<file path="src/rtl/fbcpu_pkg.sv">
// Shared definitions for the FB-CPU accumulator core: opcodes, FSM states, flag bit positions.
package fbcpu_pkg;

  localparam logic [3:0] OP_LOAD  = 4'd0;
  localparam logic [3:0] OP_STORE = 4'd1;
  localparam logic [3:0] OP_ADD   = 4'd2;
  localparam logic [3:0] OP_SUB   = 4'd3;
  localparam logic [3:0] OP_MUL   = 4'd4;
  localparam logic [3:0] OP_DIV   = 4'd5;
  localparam logic [3:0] OP_JMP   = 4'd6;
  localparam logic [3:0] OP_JZ    = 4'd7;
  localparam logic [3:0] OP_NOP   = 4'd8;
  localparam logic [3:0] OP_HALT  = 4'd9;
  localparam logic [3:0] OP_AND   = 4'd10;
  localparam logic [3:0] OP_OR    = 4'd11;
  localparam logic [3:0] OP_LDI   = 4'd12;
  localparam logic [3:0] OP_JN    = 4'd13;

  // Bit positions inside the {C,N,Z} flag register.
  localparam int FLAG_Z = 0;
  localparam int FLAG_N = 1;
  localparam int FLAG_C = 2;

  typedef enum logic [2:0] {
    ST_FETCH = 3'd0,
    ST_IRLD  = 3'd1,
    ST_EXEC  = 3'd2,
    ST_MEM   = 3'd3,
    ST_DIVW  = 3'd4,
    ST_HALT  = 3'd5
  } state_t;

  // Opcodes that read or write the RAM word addressed by the operand field.
  function automatic logic is_mem_op(input logic [3:0] op);
    return (op <= OP_DIV) || (op == OP_AND) || (op == OP_OR);
  endfunction

endpackage

</file>
<file path="src/rtl/fbcpu_divider.sv">
// Unsigned restoring divider, one quotient bit per clock.
// Handshake: start is sampled only while busy is low; the operands are captured on
// that edge. busy stays high for exactly DATA_W cycles and done pulses high in the
// last of them, with quotient/remainder valid (combinationally) during that cycle
// only. rst drops busy immediately, abandoning any divide in flight.
module fbcpu_divider #(
  parameter int DATA_W = 10
) (
  input  logic              clk,
  input  logic              rst,
  input  logic              start,
  input  logic [DATA_W-1:0] dividend,
  input  logic [DATA_W-1:0] divisor,
  output logic              busy,
  output logic              done,
  output logic [DATA_W-1:0] quotient,
  output logic [DATA_W-1:0] remainder
);

  localparam int CW = $clog2(DATA_W + 1);

  logic              busy_q;
  logic [CW-1:0]     cnt_q;
  logic [DATA_W-1:0] quo_q, rem_q, dvs_q;
  logic [DATA_W:0]   rem_sh, diff;
  logic              q_bit;
  logic [DATA_W-1:0] quo_nx, rem_nx;

  // One restoring step: shift in the next dividend bit, subtract if it fits.
  always_comb begin
    rem_sh = {rem_q, quo_q[DATA_W-1]};
    diff   = rem_sh - {1'b0, dvs_q};
    q_bit  = ~diff[DATA_W];
    rem_nx = q_bit ? diff[DATA_W-1:0] : rem_sh[DATA_W-1:0];
    quo_nx = {quo_q[DATA_W-2:0], q_bit};
  end

  // Iteration registers; the quotient shifts in from the bottom as the dividend shifts out.
  always_ff @(posedge clk) begin
    if (rst) begin
      busy_q <= 1'b0;
      cnt_q  <= '0;
      quo_q  <= '0;
      rem_q  <= '0;
      dvs_q  <= '0;
    end else if (start && !busy_q) begin
      busy_q <= 1'b1;
      cnt_q  <= CW'(DATA_W);
      quo_q  <= dividend;
      rem_q  <= '0;
      dvs_q  <= divisor;
    end else if (busy_q) begin
      quo_q <= quo_nx;
      rem_q <= rem_nx;
      cnt_q <= cnt_q - CW'(1);
      if (cnt_q == CW'(1)) busy_q <= 1'b0;
    end
  end

  assign busy      = busy_q;
  assign done      = busy_q && (cnt_q == CW'(1));
  assign quotient  = quo_nx;
  assign remainder = rem_nx;

endmodule

</file>
<file path="src/rtl/fbcpu_acc_core.sv">
// FB-CPU accumulator core: fetch / decode / execute FSM over a single-port RAM,
// with Z/N/C flags, an iterative divider and a resumable HALT state.
// DATA_W must be at least ADDR_W+4 so the opcode and operand fields do not overlap.
module fbcpu_acc_core
  import fbcpu_pkg::*;
#(
  parameter int ADDR_W   = 6,
  parameter int DATA_W   = 10,
  parameter int RESET_PC = 0
) (
  input  logic              clk,
  input  logic              rst,
  input  logic              resume,
  input  logic [DATA_W-1:0] MDROut,
  output logic [DATA_W-1:0] MDRIn,
  output logic              RAMWr,
  output logic [ADDR_W-1:0] MAR,
  output logic [ADDR_W-1:0] PC,
  output logic [DATA_W-1:0] ACC,
  output logic [2:0]        flags,
  output logic              halted,
  output logic              div0_err,
  output state_t            dbg_state_o
);

  state_t            state_q, state_d;
  logic [ADDR_W-1:0] pc_q, pc_d;
  logic [DATA_W-1:0] ir_q, ir_d;
  logic [DATA_W-1:0] acc_q, acc_d;
  logic [2:0]        flags_q, flags_d;
  logic              div0_q, div0_d;

  logic [ADDR_W-1:0] mar_c;
  logic              ramwr_c;
  logic [DATA_W-1:0] mdrin_c;
  logic              wr_acc, carry, div_start;

  logic [3:0]          op;
  logic [ADDR_W-1:0]   operand;
  logic [DATA_W-1:0]   imm;
  logic [DATA_W:0]     sum;
  logic [2*DATA_W-1:0] prod;

  logic              div_done;
  logic [DATA_W-1:0] div_quo;
  logic [DATA_W-1:0] div_rem_unused;
  logic              div_busy_unused;

  assign op      = ir_q[DATA_W-1 -: 4];
  assign operand = ir_q[ADDR_W-1:0];
  assign imm     = {4'b0000, ir_q[DATA_W-5:0]};
  assign sum     = {1'b0, acc_q} + {1'b0, MDROut};
  assign prod    = {{DATA_W{1'b0}}, acc_q} * {{DATA_W{1'b0}}, MDROut};

  fbcpu_divider #(.DATA_W(DATA_W)) u_div (
    .clk       (clk),
    .rst       (rst),
    .start     (div_start),
    .dividend  (acc_q),
    .divisor   (MDROut),
    .busy      (div_busy_unused),
    .done      (div_done),
    .quotient  (div_quo),
    .remainder (div_rem_unused)
  );

  // Next-state, datapath updates and RAM strobes; flags follow any ACC write.
  always_comb begin
    state_d   = state_q;
    pc_d      = pc_q;
    ir_d      = ir_q;
    acc_d     = acc_q;
    flags_d   = flags_q;
    div0_d    = div0_q;
    mar_c     = '0;
    ramwr_c   = 1'b0;
    mdrin_c   = '0;
    wr_acc    = 1'b0;
    carry     = 1'b0;
    div_start = 1'b0;
    case (state_q)
      ST_FETCH: begin
        mar_c   = pc_q;
        state_d = ST_IRLD;
      end
      ST_IRLD: begin
        ir_d    = MDROut;
        pc_d    = pc_q + ADDR_W'(1);
        state_d = ST_EXEC;
      end
      ST_EXEC: begin
        state_d = ST_FETCH;
        if (is_mem_op(op)) begin
          mar_c   = operand;
          state_d = ST_MEM;
        end else begin
          case (op)
            OP_JMP:  pc_d = operand;
            OP_JZ:   if (flags_q[FLAG_Z]) pc_d = operand;
            OP_JN:   if (flags_q[FLAG_N]) pc_d = operand;
            OP_LDI:  begin acc_d = imm; wr_acc = 1'b1; end
            OP_HALT: state_d = ST_HALT;
            default: ;
          endcase
        end
      end
      ST_MEM: begin
        state_d = ST_FETCH;
        case (op)
          OP_LOAD:  begin acc_d = MDROut; wr_acc = 1'b1; end
          OP_STORE: begin
            mar_c   = operand;
            ramwr_c = 1'b1;
            mdrin_c = acc_q;
          end
          OP_ADD:   begin acc_d = sum[DATA_W-1:0]; carry = sum[DATA_W]; wr_acc = 1'b1; end
          OP_SUB:   begin acc_d = acc_q - MDROut; carry = (acc_q < MDROut); wr_acc = 1'b1; end
          OP_MUL:   begin acc_d = prod[DATA_W-1:0]; carry = |prod[2*DATA_W-1:DATA_W]; wr_acc = 1'b1; end
          OP_AND:   begin acc_d = acc_q & MDROut; wr_acc = 1'b1; end
          OP_OR:    begin acc_d = acc_q | MDROut; wr_acc = 1'b1; end
          OP_DIV: begin
            if (MDROut == '0) begin
              acc_d  = '1;
              carry  = 1'b1;
              wr_acc = 1'b1;
              div0_d = 1'b1;
            end else begin
              div_start = 1'b1;
              state_d   = ST_DIVW;
            end
          end
          default: ;
        endcase
      end
      ST_DIVW: begin
        if (div_done) begin
          acc_d   = div_quo;
          wr_acc  = 1'b1;
          state_d = ST_FETCH;
        end
      end
      ST_HALT: begin
        if (resume) state_d = ST_FETCH;
      end
      default: state_d = ST_FETCH;
    endcase
    if (wr_acc) begin
      flags_d[FLAG_Z] = (acc_d == '0);
      flags_d[FLAG_N] = acc_d[DATA_W-1];
      flags_d[FLAG_C] = carry;
    end
  end

  // Architectural state registers with synchronous reset.
  always_ff @(posedge clk) begin
    if (rst) begin
      state_q <= ST_FETCH;
      pc_q    <= ADDR_W'(RESET_PC);
      ir_q    <= '0;
      acc_q   <= '0;
      flags_q <= '0;
      div0_q  <= 1'b0;
    end else begin
      state_q <= state_d;
      pc_q    <= pc_d;
      ir_q    <= ir_d;
      acc_q   <= acc_d;
      flags_q <= flags_d;
      div0_q  <= div0_d;
    end
  end

  // RAM strobes are forced quiet while reset is held.
  assign MAR         = rst ? '0 : mar_c;
  assign RAMWr       = rst ? 1'b0 : ramwr_c;
  assign MDRIn       = rst ? '0 : mdrin_c;
  assign PC          = pc_q;
  assign ACC         = acc_q;
  assign flags       = flags_q;
  assign halted      = (state_q == ST_HALT);
  assign div0_err    = div0_q;
  assign dbg_state_o = state_q;

endmodule

</file>
<file path="config.mk">
export PLATFORM = sky130hd
export DESIGN_NAME = fbcpu_acc_core
export DESIGN_NICKNAME = d
export VERILOG_FILES = /design/src/rtl/fbcpu_pkg.sv /design/src/rtl/fbcpu_divider.sv /design/src/rtl/fbcpu_acc_core.sv
export SDC_FILE = /design/constraint.sdc
export NUM_CORES = 1
export LEC_CHECK = 0
export ABC_AREA = 1
export ABC_CLOCK_PERIOD_IN_PS = 10400
export CORE_MARGIN = 5
export CORE_UTILIZATION = 55
export CTS_BUF_LIST = sky130_fd_sc_hd__clkbuf_8
export CTS_CLUSTER_DIAMETER = 30
export DETAILED_ROUTE_END_ITERATION = 8
export DONT_BUFFER_PORTS = 1
export PLACE_DENSITY = 0.7
export SLEW_MARGIN = 20
export SYNTH_ARGS = -nofsm -noshare
export SYNTH_HDL_FRONTEND = slang
export SYNTH_SLANG_ARGS = --single-unit
export TNS_END_PERCENT = 20
</file>
<file path="constraint.sdc">
create_clock -name clk -period 10.4 [get_ports clk]
set_input_delay 2.08 -clock clk [delete_from_list [all_inputs] [get_ports clk]]
set_output_delay 2.08 -clock clk [all_outputs]
set_load 0.01 [all_outputs]
</file>
**Yosys cells after proc, flatten, opt, wreduce, memory -nomap -nowiden**

Cells that the tools add are included.

- Add/subtract/negate cells: 5
- Multipliers: 1
- Order comparisons: 2
- Equal/unequal tests: 24
- Multiplexer cells: 47
- Bitwise logic cells: 3
- Reductions and logical operators: 17

Operators with widths:

| operator | count |
|---|---|
| 10-bit two-way mux | 10 |
| 10-bit one-hot mux with 7 select lines | 1 |
| 6-bit two-way mux | 6 |
| 6-bit one-hot mux with 3 select lines | 2 |
| 10-bit one-hot mux with 3 select lines | 1 |
| 4-bit equality test, second input constant | 5 |
| 10-bit logical NOT | 2 |
| 10-bit by 10-bit multiplier with 20-bit output | 1 |
| 3-bit two-way mux | 6 |
| 3-bit one-hot mux with 6 select lines | 1 |
| 4-bit by 3-bit equality test with 1-bit output, second input constant | 4 |
| 1-bit two-way mux | 14 |
| 6-bit one-hot mux with 2 select lines | 1 |
| 10-bit by 10-bit adder with 11-bit output | 1 |
| 11-bit by 10-bit subtractor with 11-bit output | 1 |
| 10-bit AND | 1 |
| 10-bit < comparator | 1 |
| 10-bit OR | 1 |
| 10-bit OR reduction | 1 |
| 10-bit subtractor | 1 |
| 4-bit by 1-bit equality test with 1-bit output, second input constant | 2 |
| 4-bit by 2-bit equality test with 1-bit output, second input constant | 2 |
| 4-bit two-way mux | 2 |
| 6-bit by 1-bit adder with 6-bit output, second input constant | 1 |
| other kinds (23) | 31 |

- Register bits: 68
- Input port bits: 13

**Logic depth before layout (Yosys ltp)**

- Depth after elaboration: 6
- Mapped depth: 27

**By module**

Synthesis repeated with hierarchy kept, for this count alone.

- Cell total of the unflattened synthesis: 1462
- Area total of the unflattened synthesis: 9280.2 um2

By module, submodules not included:

| module | times used | cells each | area an instance (um2) |
|---|---|---|---|
| fbcpu_acc_core | 1 | 1103 | 7020.5 |
| fbcpu_divider | 1 | 359 | 2259.7 |

**Least setup slack after synthesis**

Ideal clock, no wire load.

- Kind: in2reg
- Start: input port MDROut[9]
- End: register flags_q[2] (netlist: flags[2])
- Setup time: 132 ps
- Arrival time: 6346 ps
- Data required time: 10268 ps
- Slack: 3922 ps
- Stages on the path: 22
- Path buffers: 1
- Cells stage by stage: clkbuf_1 -> nand2_1 -> fa_1 -> fa_1 -> fa_1 -> fa_1 -> inv_1 -> fa_1 -> ha_1 -> a21oi_1 -> o21a_1 -> nand2_1 -> nand2_1 -> nand2_1 -> nand2_1 -> nand4_1 -> nor2_1 -> nand3_1 -> nand2_1 -> nand2_1 -> nand2_1 -> a21oi_1

- Longest elaborated chain between the ends: 4
- Elaborated cells between the ends (all ways): 10

RTL lines:

| element | line | source |
|---|---|---|
| from (decl) | fbcpu_acc_core.sv:14 | `input logic [DATA_W-1:0] MDROut,` |
| 10-bit by 10-bit multiplier with 20-bit output or 10-bit logical NOT (tied branches) | fbcpu_acc_core.sv:53, fbcpu_acc_core.sv:122 |  |
| 10-bit OR reduction or 1-bit two-way mux (tied branches) | fbcpu_acc_core.sv:118, fbcpu_acc_core.sv:122 |  |
| 1-bit one-hot mux with 4 select lines or 1-bit one-hot mux with 2 select lines (tied branches) | fbcpu_acc_core.sv:109 | `case (op)` |
| 1-bit two-way mux or 1-bit one-hot mux with 3 select lines (tied branches) | fbcpu_acc_core.sv:81 | `case (state_q)` |
| to (signal assigned) | fbcpu_acc_core.sv:168 | `flags_q <= flags_d;` |
| to (decl) | fbcpu_acc_core.sv:30 | `logic [2:0] flags_q, flags_d;` |

Parallel ways exist; a longest one is shown, timed or not.
A chain may end at the register's enable or synchronous reset.

**Worst setup path in the final report**

- Start: input port MDROut[4]
- End: register flags_q[2] (netlist: flags[2])

The elaborated chain is that of the path after synthesis.

==> results.md <==
- FF-to-FF path depth: 21
- Synth-to-Final Area Change: 3.86%
- Status: complete, no violations
- Worst setup path class: in2reg
- Total core area: around 0.016 sq mm
- Hold Crit Endpoint: u_div.cnt_q[2]
- Worst vdd ir: 0.0651 mV
- Tightest Pin Transition: between 0.9 and 1 ns
- Yosys warns: 0
- Max-capacitance violation count: 0
- Hold Crit Class: reg2reg
- Share of cells above drive strength 1: 3.74%
- Syn_nets: about 1600
- Vias in the first global route: 8030
- Static Leak: 0.00492 uW
- Post-CTS setup buffer count: 0
- Reg-to-reg setup timing slack: between 4 and 5 ns
- PwrDens: 110 mW/mm^2
- R2r startpoint: ACC[4]
- Clock-pin slew on the worst setup and hold paths: 0.08 ns
- Hold Vio Cnt, Final: 0
- Area occupied by multi-input gates: 0.00645 sq mm
- Final Worst Setup Slack: 4.06 ns
- # rows: 46
- Hold_buf cts: 0
- Placer congestion estimate: 1.02
- Net Sw Frac: between 40% and 50%
- Crit. End Element: flop
- Yosys cell types: 46
- Cell Area, Synth: 0.00899 sq mm
- Post-Syn Instances: 1389
- FF-to-FF End: flags[2]
- Fin util: 58.5%
- Avg Inst Size Synth: roughly 6.5 sq um
- Register area share after synthesis: 15.1%
- First-pass GRT wire length: 43.4 mm
- Initial antenna violation count: 1
- Crit path time final: 6.34 ns
- Clock Path Buffers: 2
- Post-cts sizing count: 0
- Total Neg Setup Slack: 0 ns
- HP Start: u_div.cnt_q[2]
- Main synth FF type: dfxtp_1
- # diodes: 0
- #FFs+latches synth: a little under 70
- Top cells by area, synth: nand2_1 16%, dfxtp_1 15%, fa_1 14%
- Final nets: 1536
- Clock H-tree levels: 3
- CTS tree: built
- Drt initial violations: just under 900
- Residual DRC count: 0
- CTS sink cnt: just under 70
- Cells on Worst Hold Path: 2
- Post-synth top area cell: nand2_1
- I/O pins: between 50 and 60
- Maximum number of pins on one net before global-route repair: a little under 50
- Switch Pwr: 458 uW
- Root Driver: clkbuf_8
- Place WS: 3.72 ns
- Port Buf Inserts: 0
- Starting Density: 56.4%
- Seq pwr share: 30.9%
- Max-slew violation count: 0
- Post-route ant nets: 0
- Crit-path max FO: 13
- Combinational share of power: approximately 44%
- Peak Freq: 0.158 GHz
- Period utilisation layout: 60.9%
- Die ar.: 0.0190 sq mm
- Routed vias/inst: 5.58
- Fillers: 1638
- Sequential Area: 0.00136 sq mm
- DR pass1 iterations: 5
- Setup Viol. Count Final: 0
- Tot GR Track Use: 29.6%
- Die span in y: 138 um
- FFs w/ async S/R, synth: 0%
- Worst Skew: roughly 0.018 ns
- Critical path data required time: 10.66 ns
- Clock latency on the worst-skew pair: 0.37 ns
- Max-slew headroom: 35.3%
- Crit path launch type: input port
- Leading cell type in the layout, fill and taps excluded: nand2_1
- Die X: 138 um
- Internal: 565 uW
- Arrival time worst endpoint: 6.60 ns
- Number of flops mapped to enable cells by yosys: 0
- DP HPWL: 21.4 mm
- RSZ-0062 raised after global routing: no
- CTS buffer count: 9
- Routed wire per std cell: 17.4 um
- Final WL: ~27 mm
- Yosys top cell area share: 15.7%
- Gr ovfl total: 0
- Most frequent cells in the layout: 377 x nand2_1, 254 x inv_1, 109 x nor2_1, 98 x ha_1, 92 x nand3_1
- DR vias: 8823
- Clk network pwr share: 24.9%
## synth_stat cells, types with 5 or more instances
cell type,number
a31oi_1,8
inv_1,254
nand2_1,377
o211ai_1,10
a21oi_1,87
buf_2,8
o22ai_1,6
nand3_1,92
clkbuf_1,33
xnor2_1,6
ha_1,98
nor2_1,109
nand2_2,5
dfxtp_1,68
nand4_1,16
nor3_1,12
xor2_1,8
fa_1,65
o21ai_0,72
## power groups by stage
stage	Clock, uW	Sequential, uW	Combinational (uW)
3_5_place_dp	0	322	443
6_report	255	316	453
5_1_grt	268	320	512
3_3_place_gp	0	321	442
4_1_cts	257	316	448
2_1_floorplan	0	305	351
## final cells by class
class	count	area share (%)
Inverter	262	10.6
Timing Repair Buffer	6	0.483
Multi-Input combinational cell	1013	69.1
Clock inverter	7	1.06
Tap cell	216	2.90
Clock buffer	9	1.33
Sequential cell	68	14.6
## flip-flops by register name, indices dropped and copies added, names as in the netlist
| register | cells |
|---|---|
| ir_q | 10 |
| flags | 3 |
| dbg_state_o | 3 |
| div0_err | 1 |
| u_div.rem_q | 10 |
| u_div.cnt_q | 4 |
| u_div.busy | 1 |
| u_div.quo_q | 10 |
| u_div.dvs_q | 10 |
| PC | 6 |
| ACC | 10 |
## stage by stage
stage / power [uW] / instance area, sq um / hold WS [ns] / instances
6_report: 1020 / 9330 / 0.470 / 1581
5_1_grt: 1100 / 9330 / 0.497 / 1581
4_1_cts: 1020 / 9330 / 0.471 / 1581
3_5_place_dp: 765 / 9110 / 0.458 / 1565
3_3_place_gp: 764 / 9110 / 0.456 / 1565
2_1_floorplan: 656 / 8990 / 0.439 / 1389
## logic make-up after synthesis
group | share of synthesized area [%]
AO/OA/AOI/OAI | 12.7
XOR/XNOR | 1.36
adder cells (fa/ha/maj) | 28.1
buffers and inverters | 13.1
flip-flops | 15.1
AND/OR/NAND/NOR | 29.5
## per-layer routing
metal  wire [um]  up-vias  GRT usage, %
met5          11        -             0
met4         450        2          6.86
met3        2890       35          7.38
met2       11800      373          44.5
met1       12300     4100          42.9
li1            -     4313             -
## critical path: stages
cell	delay (ns)
ha_1	0.19
inv_1	0.09
fa_1	0.46
fa_1	0.56
fa_1	0.44
fa_1	0.54
inv_1	0.05
fa_1	0.47
ha_1	0.35
a21oi_1	0.27
o21ai_0	0.17
a21oi_1	0.21
nand2_1	0.07
nand2_1	0.06
nand4_1	0.08
nor2_1	0.12
nand3_1	0.10
nand2_1	0.09
nand2_1	0.07
nand2_1	0.05
a21oi_1	0.05
## how the worst max path moves through the flow
stage | slack [ns] | end | start
after global routing | 3.79 | flags[2] | MDROut[4]
after floorplan | 3.92 | flags[2] | MDROut[9]
after CTS | 4.11 | flags[2] | MDROut[4]
after detailed placement | 3.72 | flags[2] | MDROut[4]
final | 4.06 | flags[2] | MDROut[4]
after global placement | 3.77 | flags[2] | MDROut[4]
Note: power is estimated with default switching activity, not from simulation.
